### src/rtl/riscy_pkg.sv
// Shared types and encodings for the multicycle RISC-V controller: FSM states,
// opcode constants and the datapath mux / ALU control encodings.
package riscy_pkg;

  typedef enum logic [3:0] {
    FETCH, DECODE, MEMADR, MEMREAD, MEMWB, MEMWRITE,
    EXECR, EXECI, ALUWB, JAL, BRANCH, LUI
  } state_t;

  localparam logic [6:0] OP_LOAD   = 7'b0000011;
  localparam logic [6:0] OP_STORE  = 7'b0100011;
  localparam logic [6:0] OP_RTYPE  = 7'b0110011;
  localparam logic [6:0] OP_ITYPE  = 7'b0010011;
  localparam logic [6:0] OP_JAL    = 7'b1101111;
  localparam logic [6:0] OP_BRANCH = 7'b1100011;
  localparam logic [6:0] OP_LUI    = 7'b0110111;

  // ALUControl is {sub/arith bit, funct3}; ADD and SUB/CMP are the fixed points.
  localparam logic [3:0] ALU_ADD = 4'h0;
  localparam logic [3:0] ALU_SUB = 4'h8;

  localparam logic [1:0] IMM_I  = 2'b00;
  localparam logic [1:0] IMM_S  = 2'b01;
  localparam logic [1:0] IMM_BU = 2'b10;
  localparam logic [1:0] IMM_J  = 2'b11;

  localparam logic [1:0] RES_ALUOUT    = 2'b00;
  localparam logic [1:0] RES_DATA      = 2'b01;
  localparam logic [1:0] RES_ALURESULT = 2'b10;

  localparam logic [1:0] SRCA_PC    = 2'b00;
  localparam logic [1:0] SRCA_OLDPC = 2'b01;
  localparam logic [1:0] SRCA_RS1   = 2'b10;

  localparam logic [1:0] SRCB_RS2  = 2'b00;
  localparam logic [1:0] SRCB_IMM  = 2'b01;
  localparam logic [1:0] SRCB_FOUR = 2'b10;

  function automatic logic [1:0] immsrc_of(input logic [6:0] op);
    case (op)
      OP_STORE:          return IMM_S;
      OP_BRANCH, OP_LUI: return IMM_BU;
      OP_JAL:            return IMM_J;
      default:           return IMM_I;
    endcase
  endfunction

endpackage

### src/rtl/mc_control_aludec.sv
// ALU operation decoder for register and immediate arithmetic instructions.
// Shifts-right with funct7 set select the arithmetic variant in I-type too.
module aludec
  import riscy_pkg::*;
(
  input  logic [6:0] op,
  input  logic [2:0] funct3,
  input  logic       funct7,
  output logic [3:0] alucontrol
);

  // NOTE: every combinational output gets a default first so no path leaves it unassigned (no latch).
  always_comb begin
    alucontrol = {1'b0, funct3};
    if (op == OP_RTYPE || funct3 == 3'b101) alucontrol = {funct7, funct3};
  end

endmodule

### src/rtl/mc_control.sv
// Multicycle RISC-V control FSM with branch-condition logic.
// Define MC_CONTROL_MEMWAIT_EN to stall FETCH/MEMREAD/MEMWRITE until mem_ready.
module mc_control
  import riscy_pkg::*;
(
  input  logic       clk,
  input  logic       rst_n,
  input  logic [6:0] op,
  input  logic [2:0] funct3,
  input  logic       funct7,
  input  logic [3:0] flags,
  input  logic       mem_ready,
  output logic       PCWrite,
  output logic       AdrSrc,
  output logic       MemWrite,
  output logic       IRWrite,
  output logic       RegWrite,
  output logic [1:0] ResultSrc,
  output logic [1:0] ALUSrcA,
  output logic [1:0] ALUSrcB,
  output logic [1:0] ImmSrc,
  output logic [3:0] ALUControl,
  output logic       illegal
);

  state_t     state_q, state_d;
  logic       pc_w, mem_w, ir_w, reg_w, ill;
  logic       mem_go, taken;
  logic [3:0] alu_dec;

`ifdef MC_CONTROL_MEMWAIT_EN
  assign mem_go = mem_ready;
`else
  wire unused_mem_ready = mem_ready;
  assign mem_go = 1'b1;
`endif

  aludec u_aludec (
    .op         (op),
    .funct3     (funct3),
    .funct7     (funct7),
    .alucontrol (alu_dec)
  );

  // flags = {N, Z, C, V}
  always_comb begin
    taken = 1'b0;
    case (funct3)
      3'b000:  taken = flags[2];
      3'b001:  taken = !flags[2];
      3'b100:  taken = flags[3] ^ flags[0];
      3'b101:  taken = !(flags[3] ^ flags[0]);
      3'b110:  taken = !flags[1];
      3'b111:  taken = flags[1];
      default: taken = 1'b0;
    endcase
  end

  // NOTE: state registers use non-blocking assignment so every flop samples pre-edge values.
  always_ff @(posedge clk or negedge rst_n) begin
    if (!rst_n) state_q <= FETCH;
    else        state_q <= state_d;
  end

  always_comb begin
    state_d    = state_q;
    pc_w       = 1'b0;
    mem_w      = 1'b0;
    ir_w       = 1'b0;
    reg_w      = 1'b0;
    ill        = 1'b0;
    AdrSrc     = 1'b0;
    ResultSrc  = RES_ALUOUT;
    ALUSrcA    = SRCA_PC;
    ALUSrcB    = SRCB_RS2;
    ALUControl = ALU_ADD;
    unique case (state_q)
      FETCH: begin
        ResultSrc = RES_ALURESULT;
        ALUSrcB   = SRCB_FOUR;
        ir_w      = mem_go;
        pc_w      = mem_go;
        if (mem_go) state_d = DECODE;
      end
      DECODE: begin
        ALUSrcA = SRCA_OLDPC;
        ALUSrcB = SRCB_IMM;
        case (op)
          OP_LOAD, OP_STORE: state_d = MEMADR;
          OP_RTYPE:          state_d = EXECR;
          OP_ITYPE:          state_d = EXECI;
          OP_JAL:            state_d = JAL;
          OP_BRANCH:         state_d = BRANCH;
          OP_LUI:            state_d = LUI;
          default: begin
            ill     = 1'b1;
            state_d = FETCH;
          end
        endcase
      end
      MEMADR: begin
        ALUSrcA = SRCA_RS1;
        ALUSrcB = SRCB_IMM;
        state_d = (op == OP_LOAD) ? MEMREAD : MEMWRITE;
      end
      MEMREAD: begin
        AdrSrc = 1'b1;
        if (mem_go) state_d = MEMWB;
      end
      MEMWB: begin
        ResultSrc = RES_DATA;
        reg_w     = 1'b1;
        state_d   = FETCH;
      end
      MEMWRITE: begin
        AdrSrc = 1'b1;
        mem_w  = mem_go;
        if (mem_go) state_d = FETCH;
      end
      EXECR: begin
        ALUSrcA    = SRCA_RS1;
        ALUControl = alu_dec;
        state_d    = ALUWB;
      end
      EXECI: begin
        ALUSrcA    = SRCA_RS1;
        ALUSrcB    = SRCB_IMM;
        ALUControl = alu_dec;
        state_d    = ALUWB;
      end
      ALUWB: begin
        reg_w   = 1'b1;
        state_d = FETCH;
      end
      JAL: begin
        ALUSrcA = SRCA_OLDPC;
        ALUSrcB = SRCB_FOUR;
        pc_w    = 1'b1;
        state_d = ALUWB;
      end
      BRANCH: begin
        ALUSrcA    = SRCA_RS1;
        ALUControl = ALU_SUB;
        pc_w       = taken;
        state_d    = FETCH;
      end
      LUI: begin
        ALUSrcA = SRCA_RS1;
        ALUSrcB = SRCB_IMM;
        state_d = ALUWB;
      end
      default: state_d = FETCH;
    endcase
  end

  // Enables are masked while reset is held so FETCH's writes cannot fire during reset.
  assign PCWrite  = pc_w  & rst_n;
  assign MemWrite = mem_w & rst_n;
  assign IRWrite  = ir_w  & rst_n;
  assign RegWrite = reg_w & rst_n;
  assign illegal  = ill   & rst_n;
  assign ImmSrc   = immsrc_of(op);

endmodule

### config.mk
export PLATFORM = sky130hd
export DESIGN_NAME = mc_control
export DESIGN_NICKNAME = d
export VERILOG_FILES = /design/src/rtl/riscy_pkg.sv /design/src/rtl/mc_control_aludec.sv /design/src/rtl/mc_control.sv
export SDC_FILE = /design/constraint.sdc
export NUM_CORES = 1
export LEC_CHECK = 0
export ABC_CLOCK_PERIOD_IN_PS = 1500
export BUFFER_PORTS_ARGS = -buffer_cell sky130_fd_sc_hd__buf_2
export CAP_MARGIN = 40
export CORE_MARGIN = 2
export CORE_UTILIZATION = 35
export DETAILED_ROUTE_END_ITERATION = 6
export PLACE_DENSITY = 0.68
export SYNTH_ARGS = -nofsm -noshare
export SYNTH_HDL_FRONTEND = slang
export SYNTH_SLANG_ARGS = --single-unit
### constraint.sdc
create_clock -name clk -period 1.5 [get_ports clk]
set_input_delay 0.225 -clock clk [delete_from_list [all_inputs] [get_ports clk]]
set_output_delay 0.225 -clock clk [all_outputs]
set_load 0.03 [all_outputs]
==> key figures, run 1 <==
Synthesis
  • Cell type with the largest total area after synthesis: dfrtp_1
  • EDFF count, synth: 0
  • Synth Instances: 83
  • Sequential fraction of the synthesis area: 15.5%
  • Synthesized cell area: 644 um2
  • Share of synthesized registers carrying an async set or reset: 100%
  • Synth Warn #: 0
  • #FFs+latches synth: 4
  • Main synth FF type: dfrtp_1
  • Avg Inst Size Synth: between 7 and 8 um2
  • Syn Nets: ~100
  • Library cells used by synthesis: 43
  • Top-area cell type share of the netlist area: between 10% and 20%
  • Synth top area cells: dfrtp_1 16%, nor2_1 5.8%, and2_1 4.9%

STA
  • Final hold slack: 0.459 ns
  • Max-slew violations: 0
  • Setup TNS Final: -3.08 ns
  • Endpoints failing setup: 18
  • Layout Skew: roughly 0.018 ns
  • RSZ-0062 raised after global routing: yes
  • Slew headroom: 76.5%
  • Fmax: 561 MHz
  • Tmin final: 1.78 ns
  • Tcrit/Tclk final: 119%
  • Final hold vios: 0
  • Post-route setup slack: -0.283 ns
  • Worst-Margin Slew: ~0.35 ns

Floorplanning
  • Chip Width: 46.9 um
  • Die Area: 0.00220 mm2
  • Die height: between 40 and 50 um
  • Starting Density: 37.3%
  • # rows: 15
  • IO Pins: 36
  • Area of the core: between 0.0015 and 0.002 mm2

Finish
  • Ant diodes: 0
  • Final Util: 83.3%
  • Final net count: 173
  • Largest regs: state_q x4
  • Largest register FFs: 4
  • Seq. cell area: between 100 and 150 um2
  • Commonest non-fill, non-tap cells in the layout: 36 x buf_4, 18 x buf_2, 18 x buf_6, 6 x nor2_1
  • Area of the multi-input gates: 693 um2
  • Area growth syn-to-layout: 123%
  • Largest Register: state_q
  • Fillers: 106
  • Most common cell after layout, fill and taps aside: buf_4
  • Share of cells above drive strength 1: approximately 71%
  • Design Area, Final: 0.00144 mm2

Critical path
  • Worst Setup Start Kind: register
  • Crit-path slowest cell: dfrtp_2
  • CP max stage delay: 0.48 ns
  • WP data required: 1.27 ns
  • Reg2reg setup slack: -0.05 ns
  • Crit. End Element: output port
  • Crit path max fanout: 7
  • Crit path arrival time: 1.56 ns
  • CP Cell Sequence: xor2_1 -> mux2_4 -> a22o_2 -> buf_6
  • Crit path kind: reg -> out
  • Crit path buf inv count: 1
  • CP delay by family, top: flip-flops

Global routing
  • First-pass GRT wire length: 3.87 mm
  • Vias in the first global route: 920
  • Largest net degree at the start of global routing: 10
  • Grt total ovfl: 0
  • Initial antenna violation count: 0
  • Total track usage: 24.6%

Outcome
  • Failing checks: negative setup slack
  • Run status: finished, violations left

Power
  • Peak VDD IR: 0.000818 V
  • Tot Pwr: 1.63 mW
  • Static leakage: 0.653 nW
  • Pwr dens: around 1100 mW/mm2

CTS
  • Clk slew on worst S/H paths: around 0.050 ns
  • CTS buffer count: 3
  • H-Tree Depth: 1
  • CTS root buffer: clkbuf_4
  • Latest clock arrival within the worst-skew pair: 0.26 ns
  • TritonCTS clock tree: done
  • Clk sinks: 4
  • Clk buf depth: 2

Route
  • Post-route ant nets: 0
  • Drt wl/cell: 18.2 um
  • Pre-Repair DR Iteration Count: 4
  • Final wirelength: roughly 3.2 mm
  • DR vias: a little under 1000
  • DRC viols: 0
  • DRT iter0 DRCs: 9
  • Drt via density: 5.53

Placed design
  • Post-DP Area: 0.00107 mm2
  • RePlAce Congestion: 0.952
  • PortBufs: 34
  • Detailed Place HPWL: roughly 1.7 mm

Job
  • Maxcap violations: 0

Hold path
  • HP Class: in -> async
worst reg2reg max path: stages, from the launching register on:
cell and delay [ns]:
dfrtp_2 0.49, buf_6 0.15, or3b_4 0.37, nor4_4 0.24, o221a_2 0.22
per-stage QoR:
step	setup WS [ns]	std cells
6_report	-0.283	178
5_1_grt	-0.304	178
4_1_cts	-0.236	171
3_5_place_dp	-0.135	162
3_3_place_gp	-0.0634	162
2_1_floorplan	-0.171	83
layout make-up:
cell class,instances,share of cell area [%]
clock buffer,3,1.57
multi-input combinational,70,48.2
tap,25,2.17
inverter,3,0.957
sequential,4,7.30
timing repair buffer,73,39.8
cell families after synthesis:
logic type	synth area share, %
AO/OA/AOI/OAI	22.9
XOR/XNOR	10.3
buffers and inverters	7.77
flip-flops	15.5
multiplexers	1.75
AND/OR/NAND/NOR	41.7
timing repair:
item / 4_1_cts / 5_1_grt
buffers inserted: 5 / 8
endpoints found under the setup margin: 17 / 19
hold buffers: 1 / 0
endpoints found under the hold margin: 4 / 0
pin swaps: 6 / 9
gates resized for setup: 41 / 26
power breakdown:
group	switching (mW)	internal [mW]
Combinational	0.611	0.679
Clock	0.0624	0.0908
Sequential	0.0610	0.129
layer usage:
| metal | routed length (um) | GRT usage, % |
|---|---|---|
| met2 | 1840 | 44.7 |
| met4 | 89 | 10.6 |
| met1 | 1170 | 30.0 |
| met3 | 150 | 1.15 |
| met5 | 0 | 0 |
synth_stat cells (3+ instances only):
cell type,number
and2_1,5
nor4_1,3
inv_1,3
nor2_1,10
nand2_1,4
nand2b_1,3
clkbuf_1,3
nor3_1,3
xor2_1,3
dfrtp_1,4
nand3b_1,3
final timing paths:
check                                      from                   end  cells past startpoint
max in group asynchronous                 rst_n  state_q[2]$_DFF_PN0_                      2
hold / removal                            rst_n  state_q[3]$_DFF_PN0_                      2
hold reg to reg            state_q[1]$_DFF_PN0_  state_q[0]$_DFF_PN0_                      3
setup / recovery           state_q[3]$_DFF_PN0_            ALUSrcB[0]                      4
min in group clk                          op[4]  state_q[2]$_DFF_PN0_                      4
setup reg to reg           state_q[0]$_DFF_PN0_  state_q[1]$_DFF_PN0_                      4
Note: power is estimated with default switching activity, not from simulation.
==> run 2: changes to the inputs <==
- CORE_UTILIZATION: 35 -> 39
- PLACE_DENSITY: 0.68 -> 0.75
==> key figures, run 2 (synthesized netlist as in run 1, its figures left out) <==
Placed design
  • Detailed Place HPWL: 1.62 mm
  • PortBufs: 34
  • RePlAce Congestion: between 0.9 and 1
  • Dpl cells: between 150 and 200

Floorplanning
  • IO Pins: 36
  • Starting Density: 42.3%
  • Area of the core: 0.00152 mm2
  • Die height: 44.6 um
  • Die Area: 0.00199 mm2
  • Chip Width: ~45 um
  • # rows: 14

Finish
  • Final net count: 165
  • Share of cells above drive strength 1: about 70%
  • Finished Layout Cells: between 150 and 200
  • Largest regs: state_q x4
  • Area growth syn-to-layout: 107%
  • Largest Register: state_q
  • Fillers: 83
  • Ant diodes: 0
  • Commonest non-fill, non-tap cells in the layout: 33 x buf_4, 18 x buf_2, 12 x buf_6, 5 x nor2_1
  • Most common cell after layout, fill and taps aside: buf_4
  • Largest register FFs: 4

CTS
  • Clk sinks: 4
  • Latest clock arrival within the worst-skew pair: 0.24 ns
  • CTS root buffer: clkbuf_4
  • Clk slew on worst S/H paths: 0.04 ns
  • TritonCTS clock tree: done
  • Clk buf depth: 2
  • H-Tree Depth: 1
  • CTS buffer count: 3

Global routing
  • Vias in the first global route: 861
  • Total track usage: 28.1%
  • First-pass GRT wire length: roughly 4 mm
  • Grt total ovfl: 0
  • Largest net degree at the start of global routing: 10
  • Initial antenna violation count: 0

Outcome
  • Run status: finished, violations left
  • Failing checks: negative setup slack

STA
  • Tmin final: 1.79 ns
  • RSZ-0062 raised after global routing: yes
  • Max-slew violations: 0
  • Post-route setup slack: -0.293 ns
  • Final hold vios: 0
  • Worst-Margin Slew: around 0.52 ns
  • Final hold slack: 0.458 ns
  • Fmax: between 500 and 600 MHz
  • Setup TNS Final: -2.77 ns
  • Slew headroom: 65.2%
  • Tcrit/Tclk final: 120%
  • Layout Skew: around 0.00072 ns
  • Endpoints failing setup: 18

Power
  • Pwr dens: 1090 mW/mm2
  • Switch share: 45.8%
  • Share of power burned in registers: 11.9%
  • Combinational Power Share: 78.6%
  • Static leakage: 0.596 nW
  • Clock Power Share: a little under a tenth
  • Cell Int Power: 0.785 mW
  • Peak VDD IR: 0.000914 V
  • Tot Pwr: around 1.4 mW
  • Switching power: 0.664 mW

Hold path
  • HP Class: in -> async

Critical path
  • Crit path kind: reg -> out
  • Crit path arrival time: 1.57 ns
  • Worst Setup Start Kind: register
  • WP data required: 1.27 ns
  • Crit. End Element: output port
  • Crit path max fanout: 7

Route
  • Post-route ant nets: 0
  • Pre-Repair DR Iteration Count: 4
  • DRT iter0 DRCs: 39
  • DR vias: approximately 940
  • Final wirelength: 2.80 mm
  • Drt wl/cell: 17.4 um
  • Drt via density: 5.85
  • DRC viols: 0

Job
  • Maxcap violations: 0
-- run 2: worst paths after layout --
path,slack [ns],from,cells after the start,endpoint
worst max-delay path,-0.29,state_q[3]$_DFF_PN0_,4,ALUSrcB[0]
worst max register to register,-0.05,state_q[0]$_DFF_PN0_,4,state_q[2]$_DFF_PN0_
worst min-delay path,0.46,rst_n,2,state_q[3]$_DFF_PN0_
max in group asynchronous,0.86,rst_n,2,state_q[2]$_DFF_PN0_
min in group clk,0.46,op[4],4,state_q[2]$_DFF_PN0_
worst min register to register,0.77,state_q[2]$_DFF_PN0_,2,state_q[2]$_DFF_PN0_
-- run 2: layer usage --
metal | track usage (%) | up-vias | share of wire, %
met1 | 33.8 | 441 | 37
met4 | 11.5 | 0 | 3.9
met3 | 3.27 | 11 | 5.4
met2 | 49.9 | 48 | 53
li1 | - | 442 | -
met5 | 0 | - | 0
-- run 2: timing repair --
action,CTS,global route
hold buffers,1,0
cloned,0,0
resized for setup,47,11
buffers inserted,6,2
pin swaps,10,10
endpoints found under the setup margin,18,19
hold endpoints to repair,4,0
-- run 2: final cells by class --
type                    count  area (um2)  area share, %
multi-input cells          70         681           51.0
repair buffers             65         490           36.8
flip-flops and latches      4         105           7.88
clock buffers               3        22.5           1.69
well taps                  16        20.0           1.50
inverters                   3        15.0           1.13
-- run 2: power by group through the flow --
stage | sequential, mW | clock, mW | combinational, mW
after detailed placement | 0.150 | 0 | 0.796
after CTS | 0.170 | 0.135 | 1.03
final | 0.173 | 0.138 | 1.14
after floorplan | 0.136 | 0 | 0.548
after global routing | 0.178 | 0.148 | 1.19
after global placement | 0.149 | 0 | 0.787
-- run 2: metrics by stage --
stage / area, um2 / utilization, % / worst slack [ns]
2_1_floorplan: 721 / - / -0.171
3_3_place_gp: 1040 / 68.5 / -0.0668
3_5_place_dp: 1040 / 68.5 / -0.147
4_1_cts: 1280 / 83.9 / -0.242
5_1_grt: 1330 / 87.5 / -0.319
6_report: 1330 / 87.5 / -0.293
-- run 2: worst max-delay path: stages (launching register included) --
cell     delay (ns)
dfrtp_2        0.48
xor2_2         0.22
mux2_4         0.27
a22o_2         0.21
buf_6          0.14
==> run 3: changes to the inputs <==
- CORE_MARGIN: 2 -> default
==> key figures, run 3 (synthesized netlist as in run 1, its figures left out) <==
Outcome
  • Failing checks: negative setup slack
  • Run status: finished, violations left

STA
  • Setup TNS Final: -3.25 ns
  • Tcrit/Tclk final: 119%
  • Final hold vios: 0
  • Slew headroom: 60.9%
  • Endpoints failing setup: 18
  • Post-route setup slack: -0.283 ns
  • Max-slew violations: 0
  • RSZ-0062 raised after global routing: yes
  • Fmax: 561 MHz
  • Layout Skew: 0.000744 ns
  • Tmin final: 1.78 ns
  • Worst-Margin Slew: roughly 0.58 ns

Placed design
  • PortBufs: 34
  • RePlAce Congestion: 0.936
  • Pre-CTS WS: -0.135 ns
  • Detailed Place HPWL: 1.64 mm
  • Dpl cells: 151

Route
  • Final wirelength: 3.66 mm
  • DRT iter0 DRCs: 53
  • DRC viols: 0
  • Drt wl/cell: between 20 and 25 um
  • DR vias: between 1000 and 1500
  • Pre-Repair DR Iteration Count: 4
  • Post-route ant nets: 0
  • Drt via density: between 6 and 7

Finish
  • Most common cell after layout, fill and taps aside: buf_4
  • Largest register FFs: 4
  • Share of cells above drive strength 1: roughly three quarters
  • Largest Register: state_q
  • Final net count: between 150 and 200
  • Ant diodes: 0
  • Finished Layout Cells: 167
  • Final Util: 94.1%
  • Largest regs: state_q x4
  • Area growth syn-to-layout: 123%
  • Commonest non-fill, non-tap cells in the layout: 28 x buf_4, 24 x buf_6, 18 x buf_2, 5 x and2_4, 5 x nor2_1

Global routing
  • Grt total ovfl: 0
  • Total track usage: 35.9%
  • First-pass GRT wire length: 4.65 mm
  • Vias in the first global route: 999
  • Largest net degree at the start of global routing: 10
  • Initial antenna violation count: 0

Hold path
  • Hold EP: state_q[1]$_DFF_PN0_
  • Min-delay src: op[5]
  • Worst hold path depth: 3
  • HP Class: in -> reg

CTS
  • Clk buf depth: 2
  • Clk sinks: 4
  • TritonCTS clock tree: done
  • Clk slew on worst S/H paths: 0.04 ns
  • Latest clock arrival within the worst-skew pair: 0.25 ns
  • H-Tree Depth: 1
  • CTS root buffer: clkbuf_4
  • CTS buffer count: 3

Critical path
  • Reg2reg setup slack: -0.20 ns
  • Crit path arrival time: between 1.5 and 2 ns
  • Worst Setup Start Kind: register
  • Crit. End Element: output port
  • R2R cell count: 4
  • Reg2Reg Launch Point: state_q[0]$_DFF_PN0_
  • Crit path kind: reg -> out
  • Setup crit start: state_q[2]$_DFF_PN0_
  • Crit path max fanout: 6
  • WP data required: 1.27 ns
  • Reg2reg end: state_q[2]$_DFF_PN0_

Power
  • Peak VDD IR: 0.000802 V
  • Tot Pwr: 1.62 mW
  • Pwr dens: 1130 mW/mm2
  • Static leakage: 0.658 nW

Floorplanning
  • Die height: 42.6 um
  • Chip Width: 42.6 um
  • Starting Density: 42.3%
  • Die Area: 0.00182 mm2
  • Area of the core: 0.00152 mm2
  • IO Pins: 36
  • # rows: 14

Job
  • Maxcap violations: 0
## run 3: cell count changes in the layout (fill, tap and decap cells not counted), sizes merged
cell | previous run | this run
clkinvlp | 1 | 0
inv | 2 | 3
buf | 63 | 70
clkbuf | 4 | 3
## run 3: layer usage
metal | routed length [um] | GRT usage (%) | vias up | part of all wire [%]
met5 | 0 | 0 | - | 0
met4 | 229 | 28.1 | 0 | 6.3
met3 | 162 | 5.17 | 24 | 4.4
met2 | 1950 | 63.9 | 63 | 53
met1 | 1320 | 36.5 | 515 | 36
li1 | - | - | 457 | -
## run 3: report_power, final
group | internal, mW | leakage, nW | switching [mW] | total, mW
sequential | 0.129 | 0.0474 | 0.0471 | 0.176
combinational | 0.651 | 0.597 | 0.638 | 1.29
clock | 0.0906 | 0.0138 | 0.0598 | 0.150
## run 3: cell type report
type	instances	area, um2
timing repair buffer	71	581
sequential	4	105
multi-input combinational	70	692
inverter	3	13.8
tap	16	20.0
clock buffer	3	22.5
fill	48	90.1
## run 3: what timing repair did
action | 4_1_cts | 5_1_grt
setup buffers | 8 | 4
hold endpoints to repair | 4 | 0
pin swaps | 8 | 10
setup endpoints to repair | 18 | 18
gates resized for setup | 55 | 25
hold buffers | 1 | 0
## run 3: metrics by stage
stage / hold WS [ns] / area [um2]
after floorplan: -0.0706 / 721
after CTS: 0.435 / 1310
after global routing: 0.468 / 1430
final: 0.462 / 1430
after global placement: 0.0696 / 1040
after detailed placement: 0.0701 / 1040
## run 3: critical path, stage by stage (launching register included)
cell and delay, ns:
dfrtp_2 0.49, buf_4 0.17, buf_4 0.14, nor4_4 0.19
and2_4 0.20, buf_6 0.12
## run 3: how the worst max path moves through the flow
stage,depth (start not counted),endpoint,slack [ns]
floorplan,3,IRWrite,-0.17
global placement,4,PCWrite,-0.05
detailed placement,4,PCWrite,-0.13
CTS,5,ALUSrcB[0],-0.23
global route,5,IRWrite,-0.32
finish,5,IRWrite,-0.28
